## src/rtl/sparse_stream_profiler.sv

```systemverilog
`default_nettype none
// ============================================================================
//  Module      : sparse_stream_profiler
//  Description : Passive profiler for ready/valid stream taps of a sparse core
//                tile. Sequences WRITE -> GAP -> ARM -> READ -> DONE, gates the
//                read side through rd_enable, and reports phase cycle counts
//                plus per-channel transfer/stall counts and token flags.
//  Revision    : 1.0 - initial release
// ============================================================================
module sparse_stream_profiler #(
    parameter int                NUM_CH     = 4,
    parameter int                DATA_W     = 17,
    parameter int                CNT_W      = 32,
    parameter logic [DATA_W-1:0] DONE_TOKEN = 17'h10100,
    parameter int                GAP_CYCLES = 10,
    parameter logic [NUM_CH-1:0] WR_MASK    = 4'b0011
) (
    input  logic                    clk,
    input  logic                    rst,
    input  logic                    clk_en,
    input  logic                    flush,
    input  logic [NUM_CH*DATA_W-1:0] ch_data,
    input  logic [NUM_CH-1:0]       ch_valid,
    input  logic [NUM_CH-1:0]       ch_ready,
    output logic                    rd_enable,
    output logic [2:0]              phase,
    output logic [CNT_W-1:0]        wr_cycles,
    output logic [CNT_W-1:0]        rd_cycles,
    output logic [NUM_CH*CNT_W-1:0] ch_xfer_cnt,
    output logic [NUM_CH*CNT_W-1:0] ch_stall_cnt,
    output logic [NUM_CH-1:0]       ch_done,
    output logic                    all_done
);

    localparam logic [NUM_CH-1:0] c_RD_MASK = ~WR_MASK;
    localparam int                c_GAP_W   = (GAP_CYCLES > 1) ? $clog2(GAP_CYCLES + 1) : 1;

    // Reject configurations that could never complete a phase
    generate
        if (NUM_CH < 2 || NUM_CH > 16) begin : g_bad_num_ch
            $error("sparse_stream_profiler: NUM_CH must be in 2..16");
        end
        if (WR_MASK == '0 || c_RD_MASK == '0) begin : g_bad_mask
            $error("sparse_stream_profiler: both write and read channel sets must be nonempty");
        end
    endgenerate

    typedef enum logic [2:0] {
        S_IDLE  = 3'd0,
        S_WRITE = 3'd1,
        S_GAP   = 3'd2,
        S_ARM   = 3'd3,
        S_READ  = 3'd4,
        S_DONE  = 3'd5
    } state_t;

    state_t               r_state;
    state_t               w_state_nxt;
    logic [c_GAP_W-1:0]   r_gap_cnt;
    logic [CNT_W-1:0]     r_wr_cycles;
    logic [CNT_W-1:0]     r_rd_cycles;
    logic [NUM_CH-1:0]    r_done;
    logic [NUM_CH-1:0]    w_fire;
    logic [NUM_CH-1:0]    w_tok;
    logic [NUM_CH-1:0]    w_live;
    logic [NUM_CH-1:0]    w_done_nxt;

    assign w_fire     = ch_valid & ch_ready;
    // Flags updated this cycle take part in the phase-exit decision
    assign w_done_nxt = r_done | (w_live & w_tok);

    generate
        for (genvar i = 0; i < NUM_CH; i++) begin : g_ch
            logic [CNT_W-1:0] r_xfer;
            logic [CNT_W-1:0] r_stall;

            assign w_tok[i]  = w_fire[i] && (ch_data[i*DATA_W +: DATA_W] == DONE_TOKEN);
            assign w_live[i] = WR_MASK[i] ? (r_state == S_WRITE) : (r_state == S_READ);

            // Saturating handshake and stall counters, active only while live
            always_ff @(posedge clk) begin
                if (rst || flush) begin
                    r_xfer  <= '0;
                    r_stall <= '0;
                end else if (clk_en && w_live[i]) begin
                    if (w_fire[i] && r_xfer != '1)
                        r_xfer <= r_xfer + 1'b1;
                    if (ch_valid[i] && !ch_ready[i] && r_stall != '1)
                        r_stall <= r_stall + 1'b1;
                end
            end

            assign ch_xfer_cnt[i*CNT_W +: CNT_W]  = r_xfer;
            assign ch_stall_cnt[i*CNT_W +: CNT_W] = r_stall;
        end
    endgenerate

    // Next-phase decision
    always_comb begin
        w_state_nxt = r_state;
        case (r_state)
            S_IDLE:  if ((ch_valid & WR_MASK) != '0)            w_state_nxt = S_WRITE;
            S_WRITE: if ((w_done_nxt & WR_MASK) == WR_MASK)     w_state_nxt = S_GAP;
            S_GAP:   if (r_gap_cnt == '0)                        w_state_nxt = S_ARM;
            S_ARM:   if ((ch_valid & c_RD_MASK) != '0)           w_state_nxt = S_READ;
            S_READ:  if ((w_done_nxt & c_RD_MASK) == c_RD_MASK) w_state_nxt = S_DONE;
            default:                                             w_state_nxt = r_state;
        endcase
    end

    // Phase register, settle-gap down-counter, phase cycle counters and token flags
    always_ff @(posedge clk) begin
        if (rst || flush) begin
            r_state     <= S_IDLE;
            r_gap_cnt   <= '0;
            r_wr_cycles <= '0;
            r_rd_cycles <= '0;
            r_done      <= '0;
        end else if (clk_en) begin
            r_state <= w_state_nxt;
            r_done  <= w_done_nxt;
            if (r_state == S_WRITE && w_state_nxt == S_GAP)
                r_gap_cnt <= c_GAP_W'(GAP_CYCLES);
            else if (r_state == S_GAP && r_gap_cnt != '0)
                r_gap_cnt <= r_gap_cnt - 1'b1;
            if (r_state == S_WRITE && r_wr_cycles != '1)
                r_wr_cycles <= r_wr_cycles + 1'b1;
            if (r_state == S_READ && r_rd_cycles != '1)
                r_rd_cycles <= r_rd_cycles + 1'b1;
        end
    end

    assign phase     = r_state;
    assign rd_enable = (r_state == S_READ) || (r_state == S_DONE);
    assign all_done  = (r_state == S_DONE);
    assign wr_cycles = r_wr_cycles;
    assign rd_cycles = r_rd_cycles;
    assign ch_done   = r_done;

endmodule
`default_nettype wire

```

## config.mk

```make
export PLATFORM = sky130hd
export DESIGN_NAME = sparse_stream_profiler
export DESIGN_NICKNAME = d
export VERILOG_FILES = /design/src/rtl/sparse_stream_profiler.sv
export SDC_FILE = /design/constraint.sdc
export NUM_CORES = 1
export LEC_CHECK = 0
export ABC_AREA = 1
export CAP_MARGIN = 30
export CORE_ASPECT_RATIO = 1.25
export CORE_MARGIN = 2
export CORE_UTILIZATION = 50
export DETAILED_ROUTE_END_ITERATION = 16
export GPL_TIMING_DRIVEN = 0
export PLACE_DENSITY = 0.78
export SYNTH_ARGS = -nofsm -noshare
export SYNTH_HDL_FRONTEND = slang
export SYNTH_SLANG_ARGS = --single-unit
```

## constraint.sdc

```tcl
create_clock -name clk -period 2 [get_ports clk]
set_input_delay 0.6 -clock clk [delete_from_list [all_inputs] [get_ports clk]]
set_output_delay 0.6 -clock clk [all_outputs]
set_load 0.02 [all_outputs]
```

Word-level counts from Yosys, hierarchy flattened

Index checks and enable logic that the tools add are counted.

Register bits: 331
Latch bits: 0
RAM bits: 0
Memory bits (read-only): 0
Input bits: 80
Output and inout port bits: 329
Word-level logic and storage cells: 102
Memories: 0

Add/sub/neg operators: 11
Multipliers: 0
Divide/modulo/power cells: 0
Order comparisons: 0
Equality and inequality tests: 22
Shift-type cells: 0
Mux-type cells: 8
Bitwise operators: 3
Reductions and logical operators: 45

Operator list:

| kind                  | number |
|---|---|
| $add 32x1->32 const B | 10 |
| $ne 32x32->1 const B  | 10 |
| $eq 17x17->1 const B  | 4 |
| $logic_and 1x1->1     | 22 |
| $reduce_and 2->1      | 11 |
| $mux 3                | 5 |
| $pmux 3 s5            | 1 |
| $reduce_bool 4->1     | 3 |
| $eq 3x2->1 const B    | 3 |
| $and 4x4->4           | 2 |
| $mux 4                | 2 |
| $eq 3x3->1 const B    | 2 |
| $eq 2x2->1 const B    | 2 |
| $logic_not 1->1       | 4 |
| $logic_not 4->1       | 1 |
| $or 4x4->4            | 1 |
| $sub 4x1->4 const B   | 1 |
| $eq 3x1->1 const B    | 1 |
| $logic_not 3->1       | 1 |
| $logic_or 1x1->1      | 2 |
| $reduce_bool 2->1     | 1 |

Depth between registers and ports, before layout

Depth after elaboration: 11
Depth in mapped cells: 14
Mapped depth without buffers: 13

Worst setup path before layout

No wires, ideal clock.

Kind: register to register
Start point: register g_ch[0].r_stall[1]
End point: register g_ch[0].r_stall[5]
Setup time: 0.132 ns
Arrival: 1.785 ns
Data required time: 1.868 ns
Path slack: 0.083 ns
Stages on the path, launching flop included: 13
Path buffers: 2
Clock period less this slack: 1.917 ns
Path through: dfxtp_1 > ha_1 > nand3_1 > inv_1 > nand3_1 > nor2_1 > nand4_1 > nand2_2 > inv_2 > buf_4 > buf_6 > nand2_1 > a21oi_1

Word-level cells in the longest chain between the ends: 3
Elaborated cells between the ends (all ways): 4
Those cells by class: 1 x add/sub; 1 x eq/ne; 2 x reduce/logical

Ends and longest elaborated chain:

| element                                               | line | source |
|---|---|---|
| start: declaration                                    | 75   | `logic [CNT_W-1:0] r_stall;` |
| start signal: assignment                              | 89   | `r_stall <= r_stall + 1'b1;` |
| branches (longest 3 deep; another with $add 32x1->32) | n/a  |  |

Parallel ways; which one is timed is not known.
A chain may end at the register's enable or synchronous reset.

Worst setup path in the final report

Start point: register g_ch[0].r_xfer[28]
End point: output ch_xfer_cnt[28]

RTL lines:

| element                  | line | source |
|---|---|---|
| start: declaration       | 74   | `logic [CNT_W-1:0] r_xfer;` |
| start signal: assignment | 87   | `r_xfer <= r_xfer + 1'b1;` |
| end: declaration         | 29   | `output logic [NUM_CH*CNT_W-1:0] ch_xfer_cnt,` |

No word-level cell between the ends.

==> impl_summary.md <==
Outcome
The run finished with clean final reports.

Final layout
The final-stage net count is 3670. The core occupancy in the finished layout is 67.1%. The share of final-layout standard cells stronger than drive strength 1 is between 10% and 20%. The design area is 0.0264 sq mm. The non-filler instance count after layout is a little over 4000. The growth of design area from synthesis to finish is 32.1%. 0 antenna diodes ended up in the layout.

Clocking
The clock-pin transition on the worst setup and hold timing paths is around 60 ps. Counting every sink on the clock net gives between 300 and 400. The CTS tree is yes. Clock tree synthesis inserted a total of 37 buffers.

The deepest clock path buffer count is 3. The root buffer selected by CTS is sky130_fd_sc_hd__clkbuf_16. Hold repair after CTS inserted 0 buffers. The clock reaches the later pin of the worst-skew pair after 540 ps.

The H-tree was split into 2 levels.

Critical path
The startpoint of the most critical register-to-register path is g_ch[1].r_stall[10]. The worst setup path is captured at a primary output. In this design, the stage delay of the slowest critical-path cell is 480 ps. In this run the number of cells on the critical path is 1. The cell with the biggest individual delay on the critical path is sky130_fd_sc_hd__dfxtp_1. The endpoint of the worst setup timing path is ch_xfer_cnt[28].

The critical path startpoint is g_ch[0].r_xfer[28]. The endpoint of the worst register-to-register path is g_ch[1].r_stall[14]. The maximum fanout count along the critical path is 5.

The number of cells on the worst reg-to-reg path is 9. The cell family contributing the most delay on the critical path is flip-flops. The data required time of the worst path is 1400 ps. The setup path with the least slack is of type register to primary output. Traced cell by cell, the critical path runs through dlygate4sd2_1. The worst register-to-register path has a setup slack of ~70 ps. The critical path launch point type is a register. The data arrival time of the critical path is between 1000 and 1500 ps. Counting both buffers and inverters, the worst setup path holds a total of 1.

Synth
The average instance in the mapped netlist occupies about 6.4 sq um. In this run, synthesis inferred 0 flip-flops with an integrated enable. Summing the sequential cell areas from Yosys gives 33.2% of the chip area. The number of instances in the synthesized netlist is a little over 3000. For this run, the number of Yosys warnings is 0.

The main flop type after synthesis is sky130_fd_sc_hd__dfxtp_1. For this run, asynchronously set or reset flops after synthesis account for 0%. The netlist area before placement is approximately 0.020 sq mm. Summed over its instances, the top area cell type makes up approximately a third of the synthesized netlist area. Of all cell types, the one taking the most synthesized area is sky130_fd_sc_hd__dfxtp_1. The netlist uses around 40 different library cells. When the netlist entered floorplanning its net count stood at roughly 3200. By area the synthesized netlist is led by sky130_fd_sc_hd__dfxtp_1, sky130_fd_sc_hd__nand2_1, sky130_fd_sc_hd__a21oi_1. In this run, synthesis produced a sequential element count of ~330.

Routing
After detailed routing, the average wire length per cell comes to about 18 microns. Across all layers, the routed design uses approximately 23000 vias. The number of antenna-violating nets in the routed design is 0. The routed design has roughly 74000 microns of wire.

The initial DRC count is ~1900. Before antenna repair, the detailed router went through 11 iterations. The via-per-instance ratio is around 5.5. In the routed design, unresolved DRC markers number 0.

Power and ir drop
The ratio of total power to cell area is approximately 550 mW/mm^2. The overall power is between 10 and 15 mW. The leakage power is between 10 and 15 nW. The maximum resistive drop on vdd is 498 uV.

Timing
The number of pins exceeding their max-slew limit in the final report is 0. The relative slew slack is between 30% and 40%. The maximum clock frequency is 504 MHz.

The transition at the pin with the smallest max-transition slack is between 900 and 1000 ps. The number of hold-slack violations in the final timing report was 0. The share of the cycle needed by the critical path after routing is about 99%. Setup slack closes at around 15 ps. The time the final worst path needs with I/O delays and setup is between 1500 and 2000 ps. The setup TNS is 0 ps. The worst slack on hold paths is ~470 ps.

The clock arrives with about 25 ps of skew. Setup violations remaining at the end of the flow were counted as 0.

Place
The cell area reported after detailed placement is 0.0247 sq mm. The count of placed standard cells including taps is around 4000. After legalization and detailed placement, the total HPWL measured between 50000 and 60000 microns. The number of buffers inserted by port buffering is about 400. The routability-driven placement congestion ratio is roughly 1.0. The worst setup slack after placement is -983 ps.

Die
The starting density of the core is between 50% and 60%. The number of top-level pins is between 400 and 500. The placement row count is 81. The die boundary width is between 150 and 200 microns. The die covers 0.0416 sq mm. After floorplanning, the core was sized to cover between 0.03 and 0.04 sq mm.

The die is roughly 230 microns tall.

Global route
The global routing usage summed across all routing layers is around 34%. The first global-routing pass estimated 113000 microns of wire. The via count of the first global-routing pass is approximately 22000. The global route total overflow is 0. The initial antenna violation count is 0. The maximum number of pins on one net before global-route repair is 14.

Hold path
The path category of the worst min-delay check is register to register.

Flow run
Across the run, the number of max-cap violations was 0.
-- sequential cells by signal (all words and copies together) (netlist names) --
register      cells
r_gap_cnt         4
wr_cycles        32
phase             3
g_ch.r_stall    128
ch_done           4
g_ch.r_xfer     128
rd_cycles        32
-- cells by family after synthesis --
group | synth area share, %
AO/OA/AOI/OAI | 9.17
flip-flops | 33.2
buffers and inverters | 7.20
AND/OR/NAND/NOR | 38.9
XOR/XNOR | 10.9
adder cells (fa/ha/maj) | 0.689
-- how the worst min path moves through the flow --
stage	startpoint	to	cells past startpoint
after floorplan	r_gap_cnt[1]	r_gap_cnt[1]	2
after global placement	ch_done[0]	ch_done[0]	2
after detailed placement	ch_done[0]	ch_done[0]	2
after CTS	ch_done[0]	ch_done[0]	2
after global routing	ch_done[0]	ch_done[0]	2
final	rd_cycles[3]	rd_cycles[3]	1
-- cells in the final DEF (no fill, tap or decap), drive strengths merged --
| cell | netlist | routed |
|---|---|---|
| inv | 233 | 234 |
| dlygate4sd2 | 0 | 263 |
| nand3 | 123 | 123 |
| clkdlybuf4s50 | 0 | 78 |
| bufinv | 0 | 5 |
| dlymetal6s2s | 0 | 1 |
| a21oi | 290 | 290 |
| buf | 61 | 71 |
| nor2 | 364 | 364 |
| nand4 | 74 | 74 |
| ha | 11 | 11 |
| o211a | 1 | 1 |
| or2 | 2 | 2 |
| nor3b | 22 | 22 |
| o21bai | 7 | 7 |
| xnor2 | 94 | 94 |
| nor4 | 4 | 4 |
| o31a | 1 | 1 |
| a211oi | 1 | 1 |
| a21boi | 2 | 2 |
| nand2 | 1053 | 1053 |
| clkdlybuf4s15 | 0 | 50 |
| nor3 | 175 | 175 |
| xor2 | 154 | 154 |
| dfxtp | 331 | 331 |
| o21ai | 55 | 55 |
| clkinvlp | 0 | 1 |
| nor4b | 1 | 1 |
| and3 | 6 | 6 |
| a31oi | 2 | 2 |
| clkbuf | 39 | 114 |
| clkinv | 3 | 8 |
| nand3b | 8 | 8 |
-- cells in the mapped netlist (all sizes together) (11+ instances only) --
master,n
nand3,123
o21ai,55
nor3b,22
inv,233
xor2,154
xnor2,94
nor2,364
clkbuf,39
nand2,1053
buf,61
a21oi,290
nand4,74
dfxtp,331
nor3,175
ha,11
-- timing repair --
action | in CTS | in global routing
resized for setup | 459 | 231
endpoints found under the setup margin | 594 | 372
pin swaps | 3 | 14
buffers inserted | 3 | 11
-- layout make-up --
type	instances	area, sq um
Clock buffer	54	1110
Buffer	100	609
Fill cell	3671	12900
Multi-Input combinational cell	2450	12400
Sequential cell	331	6800
Clock inverter	12	191
Tap cell	498	623
Timing Repair Buffer	423	3820
Inverter	236	890
-- layer usage --
layer,wire length (microns),share of wire [%],up-vias,track usage [%]
li1,-,-,11000,-
met1,28700,39,10500,39.3
met2,36800,50,948,60.9
met3,5170,7.0,225,5.89
met4,3510,4.7,0,16.3
met5,0,0,-,0
-- worst reg2reg max path, cell delays in order (launching register included) --
cell and delay (ps):
sky130_fd_sc_hd__dfxtp_1 420, sky130_fd_sc_hd__nand2_1 170, sky130_fd_sc_hd__nor3_1 310, sky130_fd_sc_hd__nand4_1 230
sky130_fd_sc_hd__nand2_4 180, sky130_fd_sc_hd__inv_2 50, sky130_fd_sc_hd__buf_4 170, sky130_fd_sc_hd__buf_6 160
sky130_fd_sc_hd__nand2_1 60, sky130_fd_sc_hd__a21oi_1 60
-- power breakdown --
part | internal (mW) | total, mW | switching, mW
logic | 0.209 | 0.504 | 0.295
registers | 6.58 | 6.59 | 0.00834
clock network | 4.51 | 7.40 | 2.89
No activity file was read; power rests on OpenSTA's default activity.
